## src/rtl/mul_tree_sched.sv

```systemverilog
// ---------------------------------------------------------------------------
// mul_tree_sched
//
// Burst scheduler between an upstream line stream and the multiplier tree.
// A run is started with cfg_start in IDLE. Each run:
//   1. streams exactly LINES_PER_NODE lines per node into the tree.
//   2. waits GAP_CYCLES idle cycles between nodes so the tree can drain.
//   3. after the last node, collects the tree's max exponent.
//   4. pulses done.
// mode is latched at the accepted start and held for the whole run.
//
// Handshake rule: a beat moves on a rising clk edge where valid and ready
// are both high. valid never depends on ready. While streaming, the
// upstream and tree handshakes are wired straight through with no register
// stage, so one upstream beat is exactly one tree beat.
//
// Ports
//   clk, rst          clock (rising edge), asynchronous active-low reset
//   cfg_start         start pulse, honoured only in IDLE
//   cfg_mode          tree mode, latched at an accepted start
//   cfg_num_nodes     node bursts per run, latched at an accepted start
//   s_data/s_vld/s_rdy        upstream line stream
//   m_data/m_vld/m_rdy        tree input stream
//   mode              tree mode for the current run
//   max_exp_rdy/max_exp/max_exp_vld  max-exponent handshake with the tree
//   busy              high whenever not IDLE
//   node_idx          0-based index of the node being streamed
//   done              one-cycle pulse at the end of a run
//   result_exp/result_vld     captured max exponent; result_vld clears at
//                             the next accepted start
//   state_dbg         current FSM state, for debug and checkers
//   stall_cycles/starve_cycles  (only with MUL_TREE_SCHED_PERF_EN)
//       saturating counts of STREAM cycles blocked by the tree or
//       starved by upstream
//
// Optional feature macro: MUL_TREE_SCHED_PERF_EN
// ---------------------------------------------------------------------------
module mul_tree_sched #(
    parameter int IN_W           = 256,
    parameter int LINES_PER_NODE = 256,
    parameter int GAP_CYCLES     = 5120,
    parameter int NODE_W         = 8
) (
    input  logic              clk,
    input  logic              rst,
    input  logic              cfg_start,
    input  logic [1:0]        cfg_mode,
    input  logic [NODE_W-1:0] cfg_num_nodes,
    input  logic [IN_W-1:0]   s_data,
    input  logic              s_vld,
    output logic              s_rdy,
    output logic [IN_W-1:0]   m_data,
    output logic              m_vld,
    input  logic              m_rdy,
    output logic [1:0]        mode,
    output logic              max_exp_rdy,
    input  logic [7:0]        max_exp,
    input  logic              max_exp_vld,
    output logic              busy,
    output logic [NODE_W-1:0] node_idx,
    output logic              done,
    output logic [7:0]        result_exp,
    output logic              result_vld,
`ifdef MUL_TREE_SCHED_PERF_EN
    output logic [31:0]       stall_cycles,
    output logic [31:0]       starve_cycles,
`endif
    output logic [2:0]        state_dbg
);

    localparam int LC_W  = (LINES_PER_NODE > 1) ? $clog2(LINES_PER_NODE) : 1;
    localparam int GAP_W = (GAP_CYCLES > 1) ? $clog2(GAP_CYCLES) : 1;
    localparam logic [LC_W-1:0]  LC_LAST  = LC_W'(LINES_PER_NODE - 1);
    localparam logic [GAP_W-1:0] GAP_LAST = GAP_W'((GAP_CYCLES > 0) ? GAP_CYCLES - 1 : 0);

    typedef enum logic [2:0] {
        S_IDLE    = 3'd0,
        S_STREAM  = 3'd1,
        S_GAP     = 3'd2,
        S_COLLECT = 3'd3,
        S_FINISH  = 3'd4
    } state_t;

    state_t            state, state_nxt;
    logic [NODE_W-1:0] num_nodes;
    logic [LC_W-1:0]   line_cnt;
    logic [GAP_W-1:0]  gap_cnt;

    logic in_stream;
    logic xfer;
    logic line_last;
    logic node_last;
    logic exp_hs;
    logic start_acc;
    logic node_adv;

    assign in_stream = (state == S_STREAM);
    assign xfer      = in_stream & s_vld & m_rdy;
    assign line_last = (line_cnt == LC_LAST);
    assign node_last = (node_idx == (num_nodes - NODE_W'(1)));
    assign exp_hs    = (state == S_COLLECT) & max_exp_vld & max_exp_rdy;

    // Zero-latency pass-through while streaming; data is a don't-care
    // outside STREAM, so it simply keeps following upstream.
    assign m_data    = s_data;
    assign m_vld     = in_stream & s_vld;
    assign s_rdy     = in_stream & m_rdy;
    assign busy      = (state != S_IDLE);
    assign state_dbg = state;

    always_ff @(posedge clk or negedge rst) begin
        if (!rst) begin
            state <= S_IDLE;
        end else begin
            state <= state_nxt;
        end
    end

    always_comb begin
        state_nxt = state;
        start_acc = 1'b0;
        node_adv  = 1'b0;
        case (state)
            S_IDLE: begin
                if (cfg_start) begin
                    start_acc = 1'b1;
                    // An empty run skips straight to the done pulse.
                    state_nxt = (cfg_num_nodes != '0) ? S_STREAM : S_FINISH;
                end
            end
            S_STREAM: begin
                if (xfer && line_last) begin
                    if (node_last) begin
                        state_nxt = S_COLLECT;
                    end else if (GAP_CYCLES == 0) begin
                        node_adv  = 1'b1;
                        state_nxt = S_STREAM;
                    end else begin
                        state_nxt = S_GAP;
                    end
                end
            end
            S_GAP: begin
                if (gap_cnt == GAP_LAST) begin
                    node_adv  = 1'b1;
                    state_nxt = S_STREAM;
                end
            end
            S_COLLECT: begin
                if (exp_hs) begin
                    state_nxt = S_FINISH;
                end
            end
            S_FINISH: begin
                state_nxt = S_IDLE;
            end
            default: begin
                state_nxt = S_IDLE;
            end
        endcase
    end

    always_ff @(posedge clk or negedge rst) begin
        if (!rst) begin
            mode        <= 2'b00;
            num_nodes   <= '0;
            node_idx    <= '0;
            line_cnt    <= '0;
            gap_cnt     <= '0;
            max_exp_rdy <= 1'b0;
            done        <= 1'b0;
            result_exp  <= 8'h00;
            result_vld  <= 1'b0;
        end else begin
            if (start_acc) begin
                mode       <= cfg_mode;
                num_nodes  <= cfg_num_nodes;
                node_idx   <= '0;
                line_cnt   <= '0;
                gap_cnt    <= '0;
                result_vld <= 1'b0;
            end
            if (xfer) begin
                line_cnt <= line_last ? '0 : line_cnt + 1'b1;
            end
            if (state == S_GAP) begin
                gap_cnt <= (gap_cnt == GAP_LAST) ? '0 : gap_cnt + 1'b1;
            end
            if (node_adv) begin
                node_idx <= node_idx + 1'b1;
            end
            // Registered ready: rises the cycle after COLLECT is entered and
            // drops right after the exponent is taken.
            max_exp_rdy <= (state == S_COLLECT) & ~exp_hs;
            if (exp_hs) begin
                result_exp <= max_exp;
                result_vld <= 1'b1;
            end
            done <= (state == S_FINISH);
        end
    end

`ifdef MUL_TREE_SCHED_PERF_EN
    always_ff @(posedge clk or negedge rst) begin
        if (!rst) begin
            stall_cycles  <= '0;
            starve_cycles <= '0;
        end else if (start_acc) begin
            stall_cycles  <= '0;
            starve_cycles <= '0;
        end else if (in_stream) begin
            if (s_vld && !m_rdy && (stall_cycles != '1)) begin
                stall_cycles <= stall_cycles + 1'b1;
            end
            if (!s_vld && (starve_cycles != '1)) begin
                starve_cycles <= starve_cycles + 1'b1;
            end
        end
    end
`endif

endmodule

```

## config.mk

```make
export PLATFORM = sky130hd
export DESIGN_NAME = mul_tree_sched
export DESIGN_NICKNAME = d
export VERILOG_FILES = /design/src/rtl/mul_tree_sched.sv
export SDC_FILE = /design/constraint.sdc
export NUM_CORES = 1
export LEC_CHECK = 0
export ABC_AREA = 1
export CELL_PAD_IN_SITES_DETAIL_PLACEMENT = 1
export CELL_PAD_IN_SITES_GLOBAL_PLACEMENT = 1
export CORE_AREA = 2 2 221 223
export CTS_CLUSTER_DIAMETER = 50
export DETAILED_ROUTE_END_ITERATION = 6
export DIE_AREA = 0 0 223 225
export GPL_TIMING_DRIVEN = 0
export PLACE_DENSITY = 0.57
export REMOVE_ABC_BUFFERS = 1
export SYNTH_ARGS = -nofsm -noshare
export SYNTH_HDL_FRONTEND = slang
export SYNTH_SLANG_ARGS = --single-unit
```

## constraint.sdc

```tcl
create_clock -name clk -period 1.64 [get_ports clk]
set_input_delay 0.328 -clock clk [delete_from_list [all_inputs] [get_ports clk]]
set_output_delay 0.328 -clock clk [all_outputs]
set_load 0.005 [all_outputs]
```

; After elaboration in Yosys (flattened, before gate mapping)
; Index checks and enable logic that the tools add are counted.
[word_totals]
wordCells = 61
output_inout_bits = 283
inputBits = 280
reg_bits = 53
[op_classes]
muxes = 20
addsub = 4
n_reduce_logical = 9
eq_ne = 11
n_bitwise = 7
[ops]
columns = operator, count
row1 = $mux W13, 3
row2 = $mux W8, 4
row3 = $add A8 B1 Y8 const B, 2
row4 = $mux W3, 5
row5 = $add A13 B1 Y13 const B, 1
row6 = $eq A13 B13 Y1 const B, 1
row7 = $pmux W3 S4, 1
row8 = $eq A8 B8 Y1, 1
row9 = $eq A8 B8 Y1 const B, 1
row10 = $reduce_bool A2 Y1, 4
row11 = $reduce_bool A8 Y1, 1
row12 = $sub A8 B1 Y8 const B, 1
row13 = $mux W1, 7
row14 = $and A1 B1 Y1, 6
row15 = $eq A3 B2 Y1 const B, 2
row16 = $ne A2 B2 Y1 const B, 3
row17 = $reduce_and A4 Y1, 1
row18 = $eq A3 B1 Y1 const B, 1
row19 = $eq A3 B3 Y1 const B, 1
row20 = $logic_not A3 Y1, 1
row21 = $reduce_bool A3 Y1, 1
row22 = $ne A2 B1 Y1 const B, 1
row23 = $logic_and A1 B1 Y1, 1
row24 = $not A1 Y1, 1

; Logic depth before layout (Yosys ltp)
; Gate-level depths: netlist (run 1).
[depth]
word_depth = 6
ltp_mapped = 13
depth_no_buf = 13

; Least setup slack after synthesis (run 1)
; Ideal clock, no wire load.
[synth_timing]
kind = flip-flop to flip-flop
from = register gap_cnt[0]
to = register gap_cnt[12]
setup_slack_ps = 168
setup_ps = 126
n_path_buf = 0
required_ps = 1514
stages_incl_launch_ff = 9
arrival_ps = 1346
synth_period_minus_slack_ps = 1472
path_cell_list = dfrtp_1 ha_1 nand2_1 nor3_1 nand3_1 nor2_1 nand2_1 nand3_1 o21ai_0
[synth_between]
elab_chain_len = 3
[synth_lines]
columns = item, line
row1 = from (decl), 87  ; logic [GAP_W-1:0] gap_cnt;
row2 = from (signal assigned), 187  ; gap_cnt <= (gap_cnt == GAP_LAST) ? '0 : gap_cnt + 1'b1;
row3 = $add A13 B1 Y13 or $eq A13 B13 Y1 (tied branches), 187
row4 = $mux W13 (*), 187
row5 = $mux W13 (*), 186  ; if (state == S_GAP) begin
; Mark *: on every way between the ends. The rest lies on a longest branch, timed or not.
; A chain may end at the register's enable or synchronous reset.

; Worst setup path in the final report (run 1)
[layout_timing]
from = register line_cnt[0]
to = register state[0], in the netlist state_dbg[0]
[layout_between]
elab_chain_len = 4
[layout_lines]
columns = item, line
row1 = from (decl), 86  ; logic [LC_W-1:0] line_cnt;
row2 = from (signal assigned), 184  ; line_cnt <= line_last ? '0 : line_cnt + 1'b1;
row3 = $eq A8 B8 Y1, 99  ; assign line_last = (line_cnt == LC_LAST);
row4 = $logic_and A1 B1 Y1, 132  ; if (xfer && line_last) begin
row5 = $ne A2 B1 Y1 (no source line), -
row6 = $reduce_and A4 Y1 (no source line), -
row7 = to (signal assigned), 115  ; state <= state_nxt;
row8 = to (decl), 84  ; state_t state, state_nxt;
; No other way between the ends.

==> out/qor.yml, run 1 <==
status:
  status: "complete, no violations"
place:
  dpl.cell_count: 1005
  dpl_cell_area_um2: 4090
  portBuffers: 50
  dp_hpwl_um: 80500
  place.gp.congestion: 1.31
setup_path:
  r2r-end: "state_dbg[0]"
  cp.arrival_ns: 1.87
  r2r_start: "line_cnt[0]"
  worstSetupEndpointType: "flop"
  critPathMaxFanout: 5
  worst_r2r_path_depth: 9
  r2r_slack_ns: 0.02
  setup.worst_path.start_class: "flop"
  path_class: "flop to flop"
  cp.required_ns: 1.89
route:
  routed-wl-met2_um: 39000
  wl_met1_um: 6910
  first_iter_violations: 442
  vias: 3965
  wl_per_cell_um: 80.0
  drc: 0
  antenna_left: 0
  routed_wl_um: 83700
  top_layer: "met5"
  drt_first_pass_iters: 4
  via_per_inst: 3.79
  dr_wl_met3_um: 25700
grt:
  grt.total_usage_pct: 32.6
  antenna_found_initial: 0
  grt_max_degree: 37
  gr-total-overflow: 0
  grt_pass1_wl_um: 91600
  grt_pass1_vias: 3542
timing:
  relSlewSlack_pct: 67.2
  worst_pin_slew_ns: 0.491
  final.setup.tns_ns: 0
  min_period_ns: 1.62
  skew_ns: 0.00764
  hold_violations: 0
  rsz0062_at_grt: "yes"
  slew_violations: 0
  setup_violations: 0
  finalCritPeriodShare_pct: 98.9
  max_freq_mhz: 617
power:
  power_density_nw_per_um2: 1200
  seq_power_share_pct: 30.4
  vdd_drop_max_mv: 0.399
  leakagePower_nw: 1.88
  intPower_mw: 3.46
  pwr-share-comb_pct: 44.0
  switchingPower_mw: 2.20
  pwr-share-clk_pct: 25.6
  power_mw: 5.66
  swShare_pct: 38.8
clocking:
  cts_tree: "built"
  cts_buffers: 5
  htreeDepth: 2
  clkSinkCount: 53
  worstSkewPairLatency_ns: 0.32
  clockBufferDepth: 2
  root_buffer: "clkbuf_16"
  clkTransAtPathRegs_ns: 0.07
floorplan:
  dieArea_um2: 50200
  core_um2: 47500
  initial_utilization_pct: 9.97
  die_width_um: 223
  num_rows: 80
  io_pins: 563
  die_h_um: 225
yosys:
  ys_top_cells_by_area: "buf_4, dfrtp_1, nand2_1"
  synth_seq_area_share_pct: 28.0
  synth_compound_area_share_pct: 5.65
  avgSynthCellArea_um2: 7.92
  synth_cell_type_count: 30
  synth_area_um2: 4740
  synth_top_cell_area_share_pct: 40.7
  synthXorXnorAreaFrac_pct: 3.32
  synthSimpleGateAreaFrac_pct: 15.1
  synth_async_sr_flop_share_pct: 100
  yosys.area.top_type: "buf_4"
  synth_edf_count: 0
  synth-seq-cells: 53
  ys_warn_count: 0
  synthMuxAreaShare_pct: 1.90
  post_synth_inst_count: 599
  ys.flop_type: "dfrtp_1"
  synth_fa_ha_area_share_pct: 1.06
  synth_top_family_by_area: "buffers and inverters"
min_path:
  min_to: "line_cnt[7]"
  hold_path_depth: 1
  worstHoldStart: "line_cnt[7]"
  hold_path.class: "flop to flop"
finish:
  finalNetCount: 714
  num-fill-cells: 5617
  final_area_um2: 4720
  area_delta_synth_final_pct: -0.396
  n_antenna_cell: 0
  final_cells: 1046
  drive_above_1_share_pct: 24.1
run:
  drv_cap: 0
-- synthesized netlist by cell type (7+ instances only) --
cell,instances
buf_4,257
nand2_1,77
dfrtp_1,53
inv_1,47
nor2_1,27
o21ai_0,22
nand3_1,21
xor2_1,14
nor3_1,11
o22ai_1,10
mux2_2,8
nand4_1,8
a21oi_1,7
-- worst max-delay path by stage --
stage                   endpoint  slack, ns    startpoint
floorplan            node_idx[0]      -0.08  state_dbg[0]
global placement     node_idx[7]      -1.60           rst
detailed placement    gap_cnt[4]      -0.68     cfg_start
CTS                        m_vld      0.008  state_dbg[1]
global route        state_dbg[0]      -0.09   line_cnt[0]
finish              state_dbg[0]       0.02   line_cnt[0]
-- per-stage QoR --
stage	utilization (%)	hold WS [ns]	setup WS, ns
global route	9.93	0.498	-0.0931
CTS	9.51	0.484	0.00826
detailed placement	8.59	0.313	-0.677
global placement	8.56	0.457	-1.60
floorplan	-	0.0324	-0.0802
finish	9.93	0.485	0.0188
-- layout make-up --
class / instances / area, um2 / share of cell area (%)
repair buffers: 84 / 767 / 16.2
inverters: 51 / 199 / 4.21
clock inverters: 3 / 65.1 / 1.38
clock buffers: 5 / 125 / 2.65
multi-input cells: 235 / 1460 / 31.0
well taps: 615 / 769 / 16.3
flip-flops and latches: 53 / 1330 / 28.2
-- routing by layer --
metal,track usage [%],vias to the layer above
met4,32.7,24
met3,48.0,188
li1,-,1288
met1,6.84,1688
met5,18.3,-
met2,54.7,777
-- sequential cells by signal, summed over array words and instances (netlist names) --
signal and count:
mode 2, line_cnt 8, done 1, state_dbg 3, result_vld 1, node_idx 8, gap_cnt 13, num_nodes 8
result_exp 8, max_exp_rdy 1
-- cell families after synthesis --
group / Yosys count
simple gates: 157
fa+ha+maj: 4
flops: 53
buf+inv: 311
mux: 8
compound gates: 48
xor+xnor: 18
-- power by group through the flow --
stage               Combinational [mW]  Sequential [mW]  Clock (mW)
CTS                               2.26             1.71        1.47
finish                            2.49             1.72        1.45
floorplan                         1.09             1.72           0
detailed placement                1.86             1.75           0
global placement                  1.83             1.74           0
global route                      2.75             1.76        1.52
-- cells in the final DEF (no fill, tap or decap), types with 6 or more instances in the layout --
cell type	synthesis	final
o21ai_0	22	21
nor3_1	11	6
dfrtp_2	0	6
nand2_1	77	71
nand4_1	8	8
nand3_1	21	16
buf_4	257	29
xor2_1	14	14
dfrtp_1	53	47
mux2_2	8	8
clkdlybuf4s50_1	0	39
o22ai_1	10	10
a21oi_1	7	7
dlygate4sd2_1	0	7
inv_1	47	43
nor2_1	27	22
-- critical path: stages, from the launching register on --
cell and delay, ns:
dfrtp_1 0.41, ha_2 0.24, nand2_4 0.07, nor2_2 0.10, nand4_1 0.18, o21ai_1 0.22, nand3_2 0.12, nor2_1 0.11
nand2_1 0.06, nand2_1 0.05
-- repair_timing --
action / CTS / global route
endpoints found under the setup margin: 52 / 22
gates resized for setup: 44 / 27
buffers inserted: 18 / 14
pin swaps: 5 / 8
hold endpoints to repair: 17 / 0
hold buffers: 1 / 0
Power figures use the tool's default switching activity.
==> run 2: changes to the inputs <==
Clock period 1.64 ns to 1.6 ns, I/O delays scaled along.
==> run 2 against run 1 <==
The run now ends with setup timing left. Largest power group unchanged. First-iteration DRC count is 12% lower. Routed wire length is 0.13% higher. Flip-flop and latch count stayed put. Highest routed layer unchanged. Count of clock-buffer cells in the layout stayed put. Utilization is 0.20 points higher. Worst hold slack worse by 0.0035 ns. Register-to-register slack worse by 0.02 ns. Setup slack worse by 0.023 ns. Critical path type unchanged. Total power is 5.2% higher.
==> out/qor.yml, run 2 (synthesis results as in run 1) <==
place:
  detailedPlace.worstSlack_ns: -0.709  # was -0.677 ns
  portBuffers: 50  # unchanged
  dpl_cell_area_um2: 4090  # unchanged
  dpl.cell_count: 1005  # unchanged
  dp_hpwl_um: 80500  # unchanged
  place.gp.congestion: 1.31  # unchanged
setup_path:
  setup.worst_path.start_class: "flop"  # unchanged
  cp_cell_sequence: "ha_2 > nand2_2 > nor2_1 > nand4_1 > o21ai_1 > nand3_2 > nor2_1 > nand2_1 > nand2_1"  # was ha_2 > nand2_4 > nor2_2 > nand4_1 > o21ai_1 > nand3_2 > nor2_1 > nand2_1 > nand2_1
  path_class: "flop to flop"  # unchanged
  cp_num_buf_inv: 0  # unchanged
  worstSetupEndpointType: "flop"  # unchanged
  slowest_stage: "dfrtp_1"  # unchanged
  critPathMaxFanout: 5  # unchanged
  max_stage_delay_ns: 0.38  # was 0.41 ns
  crit_family: "simple AND/OR/NAND/NOR gates"  # unchanged
  cp.arrival_ns: 1.86  # was 1.87 ns
  cp.required_ns: 1.85  # was 1.89 ns
clocking:
  htreeDepth: 2  # unchanged
  clockBufferDepth: 2  # unchanged
  clkSinkCount: 53  # unchanged
  worstSkewPairLatency_ns: 0.32  # about the same
  cts_tree: "built"  # unchanged
  cts_buffers: 5  # unchanged
  clkTransAtPathRegs_ns: 0.07  # about the same
  root_buffer: "clkbuf_16"  # unchanged
finish:
  drive_above_1_share_pct: 25.5  # was 24.1%
  final_cells: 1050  # was 1046
  finalNetCount: 718  # was 714
  seqCellArea_um2: 1340  # was 1330 um2
  num-fill-cells: 5607  # was 5617
  final_common_cell: "nand2_1"  # unchanged
  final_area_um2: 4820  # was 4720 um2
  largest_register: "gap_cnt"  # unchanged
  final_cell_mix: "nand2_1, dfrtp_1, inv_1, clkdlybuf4s50_1, buf_4"  # unchanged
  multiInputGateArea_um2: 1480  # was 1460 um2
  largest_reg_flops: 13  # unchanged
  area_delta_synth_final_pct: 1.64  # was -0.396%
  n_antenna_cell: 0  # unchanged
power:
  power_mw: 5.96  # was 5.66 mW
  seq_power_share_pct: 29.6  # was 30.4%
  pwr-share-clk_pct: 24.9  # was 25.6%
  switchingPower_mw: 2.28  # was 2.20 mW
  leakagePower_nw: 1.92  # was 1.88 nW
  swShare_pct: 38.4  # was 38.8%
  power_density_nw_per_um2: 1240  # was 1200 nW/um2
  intPower_mw: 3.67  # was 3.46 mW
  pwr-share-comb_pct: 45.6  # was 44.0%
  vdd_drop_max_mv: 0.439  # was 0.399 mV
grt:
  gr-total-overflow: 0  # unchanged
  grt_pass1_vias: 3547  # was 3542
  grt.total_usage_pct: 32.6  # about the same
  antenna_found_initial: 0  # unchanged
  grt_max_degree: 37  # unchanged
  grt_pass1_wl_um: 91700  # was 91600 um
floorplan:
  initial_utilization_pct: 9.97  # unchanged
  dieArea_um2: 50200  # unchanged
  num_rows: 80  # unchanged
  die_width_um: 223  # unchanged
  core_um2: 47500  # unchanged
  die_h_um: 225  # unchanged
  io_pins: 563  # unchanged
route:
  wl_per_cell_um: 79.8  # was 80.0 um
  antenna_left: 0  # unchanged
  routed_wl_um: 83800  # was 83700 um
  via_per_inst: 3.84  # was 3.79
  first_iter_violations: 387  # was 442
  drc: 0  # unchanged
  drt_first_pass_iters: 4  # unchanged
  vias: 4034  # was 3965
timing:
  finalCritPeriodShare_pct: 100  # was 98.9%
  skew_ns: 0.00968  # was 0.00764 ns
  min_period_ns: 1.60  # was 1.62 ns
  setup_violations: 1  # was 0
  hold_violations: 0  # unchanged
  worst_pin_slew_ns: 0.480  # was 0.491 ns
  relSlewSlack_pct: 68.0  # was 67.2%
  max_freq_mhz: 623  # was 617 MHz
  worst_slack_ns: -0.00411  # was 0.0188 ns
  rsz0062_at_grt: "yes"  # unchanged
  slew_violations: 0  # unchanged
status:
  violations: "setup timing"
  status: "finished, violations left"  # was complete, no violations
min_path:
  hold_path.class: "flop to flop"  # unchanged
run:
  drv_cap: 0  # unchanged
[run 2: changes by cell type in the layout (fill, tap and decap cells not counted), sizes merged]
cell and change:
buf +5, clkbuf -1, clkdlybuf4s50 -1, dlymetal6s2s +1
[run 2: final cells by class]
type	instances	share of cell area [%]
clock buffer	5	2.60
clock inverter	3	1.35
inverter	51	4.18
multi-input combinational	235	30.8
sequential	53	27.7
tap	615	16.0
timing repair buffer	88	17.4
[run 2: power by group through the flow]
stage	Clock [mW]	Sequential [mW]	Combinational (mW)
floorplan	0	1.76	1.12
global placement	0	1.79	1.88
detailed placement	0	1.80	1.91
CTS	1.51	1.75	2.37
global route	1.56	1.79	3.00
finish	1.48	1.76	2.71
[run 2: metrics by stage]
stage | utilization, % | hold WS, ns | setup TNS, ns
6_report | 10.1 | 0.482 | -0.00411
5_1_grt | 10.1 | 0.498 | -0.428
4_1_cts | 9.54 | 0.484 | -0.0154
3_5_place_dp | 8.59 | 0.305 | -15.18
3_3_place_gp | 8.56 | 0.457 | -100.43
2_1_floorplan | - | 0.0244 | -0.619
[run 2: worst reg2reg max path: stages (launching register included)]
cell	delay, ns
dfrtp_1	0.38
ha_2	0.20
nand2_2	0.08
nor2_1	0.12
nand4_1	0.20
o21ai_1	0.22
nand3_2	0.12
nor2_1	0.12
nand2_1	0.06
nand2_1	0.05
[run 2: repair_timing]
item | in CTS | in global routing
pin swaps | 5 | 14
endpoints found under the setup margin | 53 | 27
endpoints found under the hold margin | 17 | 0
gates resized for setup | 50 | 37
hold buffers | 1 | 0
setup buffers | 19 | 17
[run 2: per-layer routing]
metal	GRT usage [%]	routed length, um	part of all wire [%]	vias to the layer above
li1	-	-	-	1297
met1	6.78	6850	8.2	1698
met2	54.2	38900	46	834
met3	48.6	25900	31	183
met4	34.0	11100	13	22
met5	15.2	1060	1.3	-
[run 2: final timing paths]
kind / startpoint / endpoint / slack (ns) / depth (start not counted)
worst max-delay path: line_cnt[1] / state_dbg[0] / -0.004 / 9
worst min-delay path: line_cnt[7] / line_cnt[7] / 0.48 / 1
worst max register to register: line_cnt[1] / state_dbg[0] / -0.004 / 9
worst min register to register: line_cnt[7] / line_cnt[7] / 0.48 / 1
max in group asynchronous: rst / num_nodes[4] / 0.49 / 3
min in group asynchronous: rst / result_exp[3] / 0.51 / 2
==> run 3: changes to the inputs <==
Settings changed: CORE_AREA 2 2 221 223 to 2 2 216 218, DIE_AREA 0 0 223 225 to 0 0 218 220, PLACE_DENSITY 0.57 to 0.61.
Clock period 1.6 ns to 1.45 ns, I/O delays scaled along.
==> run 3 against run 2 <==
The run still ends with setup timing left. Maximum frequency down 8.8%. Utilization up 2.0 points. Routed wire length up 2.5%. Critical endpoint unchanged. Sequential power up 12%. Combinational power up 68%. Clock skew up 0.0071 ns.
==> out/qor.yml, run 3 (synthesis results as in run 1) <==
finish:
  largest_reg_flops: 13  # unchanged
  final_cell_mix: "nand2_1, dfrtp_1, buf_4, inv_1, buf_6"  # was nand2_1, dfrtp_1, inv_1, clkdlybuf4s50_1, buf_4
  area_delta_synth_final_pct: 17.3  # was 1.64%
  largest_register: "gap_cnt"  # unchanged
  finalNetCount: 761  # was 718
  drive_above_1_share_pct: 43.3  # was 25.5%
  n_antenna_cell: 0  # unchanged
  final_common_cell: "nand2_1"  # unchanged
grt:
  gr-total-overflow: 0  # unchanged
  antenna_found_initial: 1  # was 0
  grt_pass1_wl_um: 93200  # was 91700 um
  grt_max_degree: 54  # was 37
  grt_pass1_vias: 3801  # was 3547
  grt.total_usage_pct: 34.7  # was 32.6%
route:
  wl_met1_um: 9010  # was 6850 um
  first_iter_violations: 439  # was 387
  dr_wl_met3_um: 23800  # was 25900 um
  wl_per_cell_um: 79.2  # was 79.8 um
  drt_first_pass_iters: 4  # unchanged
  top_layer: "met5"  # unchanged
  drc: 0  # unchanged
  vias: 4208  # was 4034
  routed_wl_um: 85900  # was 83800 um
  via_per_inst: 3.88  # was 3.84
  routed-wl-met2_um: 40200  # was 38900 um
  antenna_left: 0  # unchanged
timing:
  slew_violations: 0  # unchanged
  relSlewSlack_pct: 44.0  # was 68.0%
  hold_violations: 0  # unchanged
  worst_pin_slew_ns: 0.841  # was 0.480 ns
  skew_ns: 0.0168  # was 0.00968 ns
  worst_slack_ns: -0.309  # was -0.00411 ns
  max_freq_mhz: 569  # was 623 MHz
  min_period_ns: 1.76  # was 1.60 ns
  whs_ns: 0.0186  # was 0.482 ns
  rsz0062_at_grt: "yes"  # unchanged
  setup_violations: 48  # was 1
  final.setup.tns_ns: -7.96  # was -0.00411 ns
  finalCritPeriodShare_pct: 121  # was 100%
setup_path:
  worstSetupEndpointType: "flop"  # unchanged
  cp.arrival_ns: 2.02  # was 1.86 ns
  cp.required_ns: 1.71  # was 1.85 ns
  setup.worst_path.start_class: "flop"  # unchanged
  path_class: "flop to flop"  # unchanged
  critPathMaxFanout: 3  # was 5
clocking:
  clkTransAtPathRegs_ns: 0.10  # was 0.07 ns
  root_buffer: "clkbuf_16"  # unchanged
  htreeDepth: 2  # unchanged
  clkSinkCount: 53  # unchanged
  clockBufferDepth: 2  # unchanged
  cts_tree: "built"  # unchanged
  postCtsHoldBufs: 0  # was 1
  cts_buffers: 5  # unchanged
  worstSkewPairLatency_ns: 0.33  # was 0.32 ns
floorplan:
  num_rows: 79  # was 80
  core_um2: 45900  # was 47500 um2
  io_pins: 563  # unchanged
  die_h_um: 220  # was 225 um
  initial_utilization_pct: 10.3  # was 9.97%
  dieArea_um2: 48000  # was 50200 um2
  die_width_um: 218  # was 223 um
power:
  vdd_drop_max_mv: 0.691  # was 0.439 mV
  power_density_nw_per_um2: 1460  # was 1240 nW/um2
  leakagePower_nw: 2.29  # was 1.92 nW
run:
  drv_cap: 0  # unchanged
place:
  dp_hpwl_um: 80200  # was 80500 um
  place.gp.congestion: 1.42  # was 1.31
  portBuffers: 50  # unchanged
status:
  status: "finished, violations left"  # unchanged
  violations: "setup timing"  # unchanged
min_path:
  hold_path.class: "input port to asynchronous set/reset pin"  # was flop to flop
run 3: cell count changes in the layout (fill, tap and decap cells not counted), sizes merged:
cell and delta:
inv -2, dlygate4sd3 -1, clkbuf +3, clkdlybuf4s50 -16, bufinv -1, buf +45, clkinvlp +2, dlygate4sd2 +13
run 3: power by group:
| part | total [mW] | internal, mW | leakage [nW] | switching, mW |
|---|---|---|---|---|
| clock | 1.62 | 0.870 | 0.0831 | 0.749 |
| combinational | 4.55 | 2.18 | 1.51 | 2.36 |
| sequential | 1.98 | 1.72 | 0.695 | 0.261 |
| total | 8.14 | 4.77 | 2.29 | 3.37 |
run 3: critical path: stages (launching register included):
cell	delay, ns
dfrtp_1	0.40
inv_2	0.09
buf_6	0.13
nand2_1	0.12
nor2_2	0.23
nand3_2	0.10
nor2_2	0.12
nand2_1	0.08
nor2_2	0.12
nand3_2	0.12
nand2_2	0.08
nand2_1	0.04
nand2_1	0.06
run 3: cell type report:
type	instances	area (um2)
inverters	51	234
multi-input cells	235	1760
repair buffers	131	1300
well taps	607	759
clock inverters	2	37.5
flip-flops and latches	53	1340
fillers	5402	40300
clock buffers	6	139
run 3: path summary, 6_finish.rpt:
kind	startpoint	to	slack, ns	cells past startpoint
worst max-delay path	state_dbg[1]	state_dbg[0]	-0.31	12
worst min-delay path	rst	result_exp[5]	0.02	1
worst max register to register	state_dbg[1]	state_dbg[0]	-0.31	12
worst min register to register	mode[0]	mode[0]	0.49	2
max in group asynchronous	rst	state_dbg[2]	0.79	1
min in group clk	mode[0]	mode[0]	0.49	2
run 3: timing repair:
item                                   CTS  global route
pin swaps                               24            25
gates resized for setup                154            73
buffers inserted                        56            28
endpoints found under the hold margin    0             0
cloned                                   0             1
setup endpoints to repair               78            54
run 3: per-layer routing:
layer,vias up,global-route usage [%]
li1,1390,-
met3,178,46.4
met2,778,58.4
met5,-,31.7
met4,34,33.5
met1,1828,9.51
run 3: metrics by stage:
step | std cells | instance area (um2) | worst slack, ns | power (mW) | utilization (%)
4_1_cts | 1060 | 5080 | -0.275 | 7.23 | 11.1
3_5_place_dp | 996 | 4060 | -1.00 | 4.19 | 8.85
3_3_place_gp | 996 | 4060 | -2.18 | 4.20 | 8.86
6_report | 1085 | 5560 | -0.309 | 8.14 | 12.1
2_1_floorplan | 339 | 2800 | -0.270 | 3.17 | -
5_1_grt | 1085 | 5560 | -0.404 | 8.53 | 12.1
